### src/rtl/mem_arb_pkg.sv
// Shared definitions for the two-requester memory arbiter: funct3 size codes
// and the owner of the shared memory port in a given cycle.
package mem_arb_pkg;

  localparam logic [2:0] MEM_BYTE = 3'b000;
  localparam logic [2:0] MEM_HALF = 3'b001;
  localparam logic [2:0] MEM_WORD = 3'b010;
  localparam logic [2:0] MEM_LBU  = 3'b100;
  localparam logic [2:0] MEM_LHU  = 3'b101;

  typedef enum logic [1:0] {
    OWN_NONE,
    OWN_IF,
    OWN_D
  } owner_t;

endpackage

### src/rtl/mem_rsp_slot.sv
// One-entry response buffer with a valid/ready output handshake; o_free says
// the entry can accept a new response this cycle (empty or being drained).
module mem_rsp_slot #(
  parameter int DWIDTH = 32
) (
  input  logic              clk,
  input  logic              rst,
  input  logic              i_load,
  input  logic [DWIDTH-1:0] i_data,
  input  logic              i_err,
  input  logic              i_ready,
  output logic              o_valid,
  output logic [DWIDTH-1:0] o_data,
  output logic              o_err,
  output logic              o_free
);

  logic              r_valid;
  logic [DWIDTH-1:0] r_data;
  logic              r_err;

  // A load always wins over a drain so a drain and refill in one cycle keeps valid high.
  always_ff @(posedge clk or negedge rst) begin
    if (!rst) begin
      r_valid <= 1'b0;
      r_data  <= '0;
      r_err   <= 1'b0;
    end else if (i_load) begin
      r_valid <= 1'b1;
      r_data  <= i_data;
      r_err   <= i_err;
    end else if (i_ready) begin
      r_valid <= 1'b0;
    end
  end

  assign o_valid = r_valid;
  assign o_data  = r_data;
  assign o_err   = r_err;
  assign o_free  = !r_valid || i_ready;

endmodule

### src/rtl/mem_arbiter.sv
// Arbitrates an instruction-fetch and a data requester onto one memory port.
// Define MEM_ARB_RR_EN for round-robin on contention; otherwise data has priority.
module mem_arbiter
  import mem_arb_pkg::*;
#(
  parameter int                 AWIDTH    = 32,
  parameter int                 DWIDTH    = 32,
  parameter logic [AWIDTH-1:0]  BASE_ADDR = AWIDTH'(32'h01000000),
  parameter int unsigned        MEM_BYTES = 1048576
) (
  input  logic              clk,
  input  logic              rst,
  input  logic              if_req_valid,
  output logic              if_req_ready,
  input  logic [AWIDTH-1:0] if_addr,
  output logic              if_rsp_valid,
  input  logic              if_rsp_ready,
  output logic [DWIDTH-1:0] if_rsp_data,
  output logic              if_rsp_err,
  input  logic              d_req_valid,
  output logic              d_req_ready,
  input  logic              d_req_we,
  input  logic [AWIDTH-1:0] d_addr,
  input  logic [DWIDTH-1:0] d_wdata,
  input  logic [2:0]        d_size,
  output logic              d_rsp_valid,
  input  logic              d_rsp_ready,
  output logic [DWIDTH-1:0] d_rsp_data,
  output logic              d_rsp_err,
  output logic [AWIDTH-1:0] mem_addr_o,
  output logic [DWIDTH-1:0] mem_data_o,
  output logic [2:0]        mem_size_o,
  output logic              mem_read_en_o,
  output logic              mem_write_en_o,
  input  logic [DWIDTH-1:0] mem_data_i
);

  // One extra bit so the window check cannot wrap past the top of the address space.
  localparam logic [AWIDTH:0] BASE_X  = {1'b0, BASE_ADDR};
  localparam logic [AWIDTH:0] LIMIT_X = BASE_X + (AWIDTH+1)'(MEM_BYTES);

  function automatic logic outOfRange(input logic [AWIDTH-1:0] addr);
    logic [AWIDTH:0] addrX;
    addrX = {1'b0, addr};
    return (addrX < BASE_X) || ((addrX + (AWIDTH+1)'(3)) >= LIMIT_X);
  endfunction

  owner_t            w_owner;
  logic              w_ifFree, w_dFree;
  logic              w_ifElig, w_dElig, w_contend;
  logic              w_ifErr, w_dErr;
  logic [DWIDTH-1:0] w_ifRspData, w_dRspData;

  assign w_ifElig  = if_req_valid && w_ifFree;
  assign w_dElig   = d_req_valid && w_dFree;
  assign w_contend = w_ifElig && w_dElig;
  assign w_ifErr   = (if_addr[1:0] != 2'b00) || outOfRange(if_addr);
  assign w_dErr    = outOfRange(d_addr);

`ifdef MEM_ARB_RR_EN
  owner_t r_rrLast;

  // Remembers the winner of the last contended cycle; resets as if fetch won last.
  always_ff @(posedge clk or negedge rst) begin
    if (!rst) begin
      r_rrLast <= OWN_IF;
    end else if (w_contend) begin
      r_rrLast <= w_owner;
    end
  end
`endif

  always_comb begin
    w_owner = OWN_NONE;
    if (!rst) begin
      w_owner = OWN_NONE;
    end else if (w_contend) begin
`ifdef MEM_ARB_RR_EN
      w_owner = (r_rrLast == OWN_D) ? OWN_IF : OWN_D;
`else
      w_owner = OWN_D;
`endif
    end else if (w_dElig) begin
      w_owner = OWN_D;
    end else if (w_ifElig) begin
      w_owner = OWN_IF;
    end
  end

  assign if_req_ready = (w_owner == OWN_IF);
  assign d_req_ready  = (w_owner == OWN_D);

  // Errored grants are still accepted but never reach the memory port.
  always_comb begin
    mem_addr_o     = '0;
    mem_data_o     = '0;
    mem_size_o     = 3'b000;
    mem_read_en_o  = 1'b0;
    mem_write_en_o = 1'b0;
    case (w_owner)
      OWN_IF: begin
        if (!w_ifErr) begin
          mem_addr_o    = if_addr;
          mem_size_o    = MEM_WORD;
          mem_read_en_o = 1'b1;
        end
      end
      OWN_D: begin
        if (!w_dErr) begin
          mem_addr_o = d_addr;
          mem_size_o = d_size;
          if (d_req_we) begin
            mem_write_en_o = 1'b1;
            mem_data_o     = d_wdata;
          end else begin
            mem_read_en_o = 1'b1;
          end
        end
      end
      default: ;
    endcase
  end

  assign w_ifRspData = w_ifErr ? '0 : mem_data_i;
  assign w_dRspData  = (w_dErr || d_req_we) ? '0 : mem_data_i;

  mem_rsp_slot #(.DWIDTH(DWIDTH)) u_ifSlot (
    .clk     (clk),
    .rst     (rst),
    .i_load  (w_owner == OWN_IF),
    .i_data  (w_ifRspData),
    .i_err   (w_ifErr),
    .i_ready (if_rsp_ready),
    .o_valid (if_rsp_valid),
    .o_data  (if_rsp_data),
    .o_err   (if_rsp_err),
    .o_free  (w_ifFree)
  );

  mem_rsp_slot #(.DWIDTH(DWIDTH)) u_dSlot (
    .clk     (clk),
    .rst     (rst),
    .i_load  (w_owner == OWN_D),
    .i_data  (w_dRspData),
    .i_err   (w_dErr),
    .i_ready (d_rsp_ready),
    .o_valid (d_rsp_valid),
    .o_data  (d_rsp_data),
    .o_err   (d_rsp_err),
    .o_free  (w_dFree)
  );

endmodule
### config.mk
export PLATFORM = sky130hd
export DESIGN_NAME = mem_arbiter
export DESIGN_NICKNAME = d
export VERILOG_FILES = /design/src/rtl/mem_arb_pkg.sv /design/src/rtl/mem_rsp_slot.sv /design/src/rtl/mem_arbiter.sv
export SDC_FILE = /design/constraint.sdc
export NUM_CORES = 1
export LEC_CHECK = 0
export BUFFER_PORTS_ARGS = -buffer_cell sky130_fd_sc_hd__buf_2
export CAP_MARGIN = 10
export CORE_AREA = 2 2 107 109
export DETAILED_ROUTE_END_ITERATION = 10
export DIE_AREA = 0 0 109 111
export PLACE_DENSITY = 0.77
export SLEW_MARGIN = 20
export SYNTH_ARGS = -nofsm -noshare
export SYNTH_HDL_FRONTEND = slang
export SYNTH_SLANG_ARGS = --single-unit
### constraint.sdc
create_clock -name clk -period 2.05 [get_ports clk]
set_input_delay 0.1025 -clock clk [delete_from_list [all_inputs] [get_ports clk]]
set_output_delay 0.1025 -clock clk [all_outputs]
set_load 0.005 [all_outputs]
Yosys cells after proc, flatten, opt, wreduce, memory -nomap -nowiden
Cells that the tools add are included.
{"block": "op_classes", "mux": 26, "shift": 0, "n_div": 0, "n_addsub": 2, "mul": 0, "magnitude_cmp": 4, "bitwise": 0, "n_eq_ne": 2, "n_reduce_logical": 14}
{"operator": "32-bit two-way mux", "count": 7}
{"operator": "32-bit by 2-bit adder with 33-bit output, second input constant", "count": 2}
{"operator": "33-bit by 25-bit >= comparator with 1-bit output, second input constant", "count": 2}
{"operator": "32-bit by 25-bit < comparator with 1-bit output, second input constant", "count": 2}
{"operator": "32-bit case mux with 2 select lines", "count": 1}
{"operator": "1-bit two-way mux", "count": 11}
{"operator": "2-bit two-way mux", "count": 4}
{"operator": "1-bit logical OR", "count": 6}
{"operator": "3-bit case mux with 2 select lines", "count": 1}
{"operator": "2-bit nonzero test", "count": 3}
{"operator": "1-bit logical AND", "count": 3}
{"operator": "3-bit two-way mux", "count": 1}
{"operator": "2-bit by 1-bit == test with 1-bit output, second input constant", "count": 1}
{"operator": "2-bit == test, second input constant", "count": 1}
{"operator": "1-bit zero test", "count": 2}
{"operator": "1-bit case mux with 2 select lines", "count": 1}
{"block": "word_totals", "inputBits": 138, "mem_bits_rw": 0, "romBits": 0, "regBits": 68, "latch_bits": 0, "n_memories": 0}

Longest topological paths before layout
{"block": "depth", "depth_word": 9, "depth_mapped": 11}

Hierarchy
Synthesis repeated with hierarchy kept, for this count alone.
{"block": "hier_totals", "hier_cells": 397, "area_unflattened_um2": 4430.5}
{"mod": "mem_rsp_slot", "n_inst": 2, "cells_each": 73, "area_each_um2": 1415.1, "seq_area_each_um2": 850.8}
{"mod": "mem_arbiter", "n_inst": 1, "cells_each": 251, "area_each_um2": 1600.3, "seq_area_each_um2": 0.0}

Worst setup path after synthesis
Ideal clock, no wire load.
{"block": "synth_path", "path_type": "register -> output", "startpoint": "register u_dSlot.r_valid (netlist: u_dSlot.o_valid)", "endpoint": "output mem_addr_o[13]", "path_slack_ns": -0.158, "stages_incl_launch_ff": 12, "required_ns": 1.947, "t_arrival_ns": 2.106, "path_cell_list": "dfrtp_1 > nand2b_1 > nand2_1 > nand4_1 > inv_1 > ha_1 > clkbuf_1 > and3_1 > buf_1 > clkbuf_1 > o211ai_1 > a21oi_1"}
{"block": "synth_between", "elab_chain_len": 8, "elab_cells_between_ends": 10, "classes_between": "eq/ne: 2; mux: 4; reduce/logical: 4"}
{"element": "from (decl)", "line_no": "mem_rsp_slot.sv:18", "rtl": "logic r_valid;"}
{"element": "from (signal assigned)", "line_no": "mem_rsp_slot.sv:25", "rtl": "r_valid <= 1'b0;"}
{"element": "from (signal assigned)", "line_no": "mem_rsp_slot.sv:29", "rtl": "r_valid <= 1'b1;"}
{"element": "from (signal assigned)", "line_no": "mem_rsp_slot.sv:33", "rtl": "r_valid <= 1'b0;"}
{"element": "1-bit zero test (*)", "line_no": "mem_rsp_slot.sv:40", "rtl": "assign o_free = !r_valid || i_ready;"}
{"element": "1-bit logical OR (*)", "line_no": "mem_rsp_slot.sv:40"}
{"element": "1-bit logical AND (*)", "line_no": "mem_arbiter.sv:55", "rtl": "assign w_dElig = d_req_valid && w_dFree;"}
{"element": "2-bit two-way mux / 1-bit logical AND (equally long branches)", "line_no": "mem_arbiter.sv:83, mem_arbiter.sv:56"}
{"element": "2-bit two-way mux (*)", "line_no": "mem_arbiter.sv:77", "rtl": "end else if (w_contend) begin"}
{"element": "2-bit two-way mux (*)", "line_no": "mem_arbiter.sv:75", "rtl": "if (!rst) begin"}
{"element": "2-bit by 1-bit == test with 1-bit output (*)"}
{"element": "net if_req_ready", "line_no": "mem_arbiter.sv:14", "rtl": "output logic if_req_ready,"}
{"element": "32-bit case mux with 2 select lines (*)", "line_no": "mem_arbiter.sv:100", "rtl": "case (w_owner)"}
{"element": "to (decl)", "line_no": "mem_arbiter.sv:30", "rtl": "output logic [AWIDTH-1:0] mem_addr_o,"}
Mark *: on every way through the listed nets, which the timed path passes. The rest lies on a longest branch.

Final worst setup path
{"block": "layout_path", "startpoint": "register u_dSlot.r_valid (netlist: u_dSlot.o_valid)", "endpoint": "output mem_data_o[16]"}
{"block": "layout_between", "elab_chain_len": 8, "elab_cells_between_ends": 9, "classes_between": "eq/ne: 1; mux: 4; reduce/logical: 4"}
{"element": "1-bit zero test (*)", "line_no": "mem_rsp_slot.sv:40"}
{"element": "1-bit logical OR (*)", "line_no": "mem_rsp_slot.sv:40"}
{"element": "1-bit logical AND (*)", "line_no": "mem_arbiter.sv:55"}
{"element": "2-bit two-way mux / 1-bit logical AND (equally long branches)", "line_no": "mem_arbiter.sv:83, mem_arbiter.sv:56"}
{"element": "2-bit two-way mux (*)", "line_no": "mem_arbiter.sv:77"}
{"element": "2-bit two-way mux (*)", "line_no": "mem_arbiter.sv:75"}
{"element": "2-bit == test (*)", "line_no": "mem_arbiter.sv:100"}
{"element": "32-bit two-way mux (*)", "line_no": "mem_arbiter.sv:100"}
{"element": "to (decl)", "line_no": "mem_arbiter.sv:31", "rtl": "output logic [DWIDTH-1:0] mem_data_o,"}
Mark *: on every way between the ends. The rest lies on a longest branch, timed or not.

==> metrics <==
critical path launch point u_dSlot.o_valid; post-synthesis sequential area ratio 45.6%; Tcrit/Tclk final 120%; input/output buffers 265; Fill cells 967; RSZ-0062 raised after global routing true; initial antenna violation count 0; crit path DAT 2350 ps; DRT iter0 DRCs 233; fin cells 821; Synth Instances 387; PD cells 519 nW/µm²; # rows 39; Worst VDD drop 0.000461 V; number of CTS-inserted buffers 9; worst skew pair latency 330 ps; Starting Density 33.7%; via count 4,100; status complete, but fails checks; worst r2r src u_dSlot.o_valid; endpoints failing setup 90; Post-Route WL 14,900 µm; Worst Path Class, Setup reg2out; FF-to-FF setup slack -310 ps; Yosys reg bits 68; max-cap violations 0; Final ANT Viol Nets 0; Clock Skew 5.59 ps; Hold Violations, Final 0; grt ovf 0; Pre-antenna DRT Iters 5; Final Slew Violations 0; H-tree levels 3; slew margin rel. 42.1%; vias in the first global route 4,256; Post-synth EDFFs 0; Placer Congestion 0.971; Die Height 111 µm; clock sink count 68; P&R area growth vs syn 68.6%; Critical Path End mem_data_o[16]; Synth Warn # 0; failing checks negative setup slack; Total Die Area 12,100 µm²; Reg2Reg Depth 13; mean post-synth cell area 9.64 µm²; first-pass GRT wire length 22,200 µm; Worst Tran Pin Value 868 ps; Final #Nets 813; Syn Std Cell Area 3730 µm²; share of layout cells above drive strength 1 61.1%; largest net degree at the start of global routing 69; CTS tree yes; Worst setup SP type register; Vias per Instance 4.99; worst path required time 1950 ps; top-area cell type share of the netlist area 45.6%; path type of the worst min-delay path in2reg; unique cell type count in the Yosys netlist 35; area leader, netlist dfrtp_1; chip width 109 µm; total track usage 23.8%; Final Worst Setup Slack -400 ps; Avg WL per Cell 18.2 µm; post-DP HPWL 11,300 µm; Core ar. 11,100 µm²; crit path capture type output port; Max clock buf depth 2; Peak Freq 408 MHz; # IOs 277; Worst-path clk slew 60 ps; DP Cell Count 785; ant diodes 0; leakage power 3.42 nW; critical path peak fanout 9; DRC 0; Async S/R FF share, synth 100%; Clock Tree Root clkbuf_16; FF-to-FF End u_dSlot.o_data[19]; Synth top cells by count 68 x dfrtp_1, 68 x inv_1, 33 x and3_1; Final Critical Period 2450 ps; post-layout util 56.8%; Primary FF master, synth dfrtp_1; synth top area cells dfrtp_1 46%, o22ai_2 9.1%, a22o_1 7.5%
## worst max-delay path, cell delays in order (launching register included)
cell and delay, ps:
dfrtp_1 380, nand2b_1 130, nand2_1 80, nand4_1 110
ha_2 230, nand4_1 150, a211oi_4 260, buf_6 230
clkbuf_16 170, and3_1 170, buf_2 120
## layout make-up
cell class                      instances  area (µm²)  area share, %
Multi-Input combinational cell        220        1860           29.5
Clock inverter                          4        48.8          0.776
Sequential cell                        68        1700           27.1
Tap cell                              143         179           2.85
Timing Repair Buffer                  306        2000           31.8
Inverter                               68         255           4.06
Clock buffer                           12         246           3.92
## registers in the layout, indices dropped and copies added, names as in the netlist
name,flops
u_dSlot.o_err,1
u_dSlot.o_valid,1
u_ifSlot.o_data,32
u_dSlot.o_data,32
u_ifSlot.o_valid,1
u_ifSlot.o_err,1
## placed cells by master, fill, tap and decap left out, types with 11 or more instances in the layout
master	n
a21oi_2	17
buf_2	241
clkbuf_16	12
buf_4	15
and3_4	20
o22ai_2	27
nand4_1	12
dfrtp_1	68
buf_6	33
a22o_1	32
o211ai_1	18
inv_1	67
conb_1	11
and3_1	12
## worst min path at each step
stage | cells past startpoint | end | startpoint
final | 2 | u_dSlot.o_data[5] | mem_data_i[5]
after global routing | 2 | u_dSlot.o_data[9] | mem_data_i[9]
after CTS | 2 | u_dSlot.o_data[1] | mem_data_i[1]
after detailed placement | 2 | u_dSlot.o_data[10] | mem_data_i[10]
after global placement | 2 | u_dSlot.o_data[11] | mem_data_i[11]
after floorplan | 0 | u_dSlot.o_data[0] | rst
## kinds of logic (layout without fill, tap and decap cells)
group                    after synthesis  count (layout)  synth area share [%]
AO/OA/AOI/OAI                        110             110                  26.2
adder cells (fa/ha/maj)                2               2                 0.671
buffers and inverters                109             390                  12.9
flip-flops                            68              68                  45.6
other                                  1              11                 0.101
AND/OR/NAND/NOR                       97              97                  14.5
## stage by stage
| step | instance area, µm² | setup slack, ps | total power, mW | hold WS [ps] | TNS [ps] |
|---|---|---|---|---|---|
| after detailed placement | 5260 | -233 | 1.73 | 345 | -9900 |
| after floorplan | 3770 | 3.97 | 1.51 | -193 | 0 |
| after global placement | 5260 | -163 | 1.72 | 339 | -5770 |
| final | 6290 | -400 | 3.26 | 13.3 | -28310 |
| after global routing | 6290 | -493 | 3.38 | 7.56 | -37690 |
| after CTS | 5980 | -378 | 3.27 | 0.877 | -23950 |
## layer usage
metal  vias up  share of wire (%)  global-route usage (%)
met4         0                2.6                    9.15
met1      1965                 36                    26.6
met5         -                  0                       0
met2       205                 54                    43.4
li1       1902                  -                       -
met3        28                7.5                    4.76
## power breakdown
| group | internal [mW] | switching (mW) | total, mW |
|---|---|---|---|
| Sequential | 1.36 | 0.00693 | 1.36 |
| Clock | 0.973 | 0.551 | 1.52 |
| Combinational | 0.157 | 0.218 | 0.376 |
## timing repair
item / in CTS / in global routing
pin swaps: 30 / 22
cloned: 5 / 4
gates resized for setup: 65 / 56
endpoints found under the hold margin: 1 / 0
setup endpoints to repair: 90 / 91
hold buffers: 1 / 0
buffers inserted: 10 / 3
Note: power is estimated with default switching activity, not from simulation.
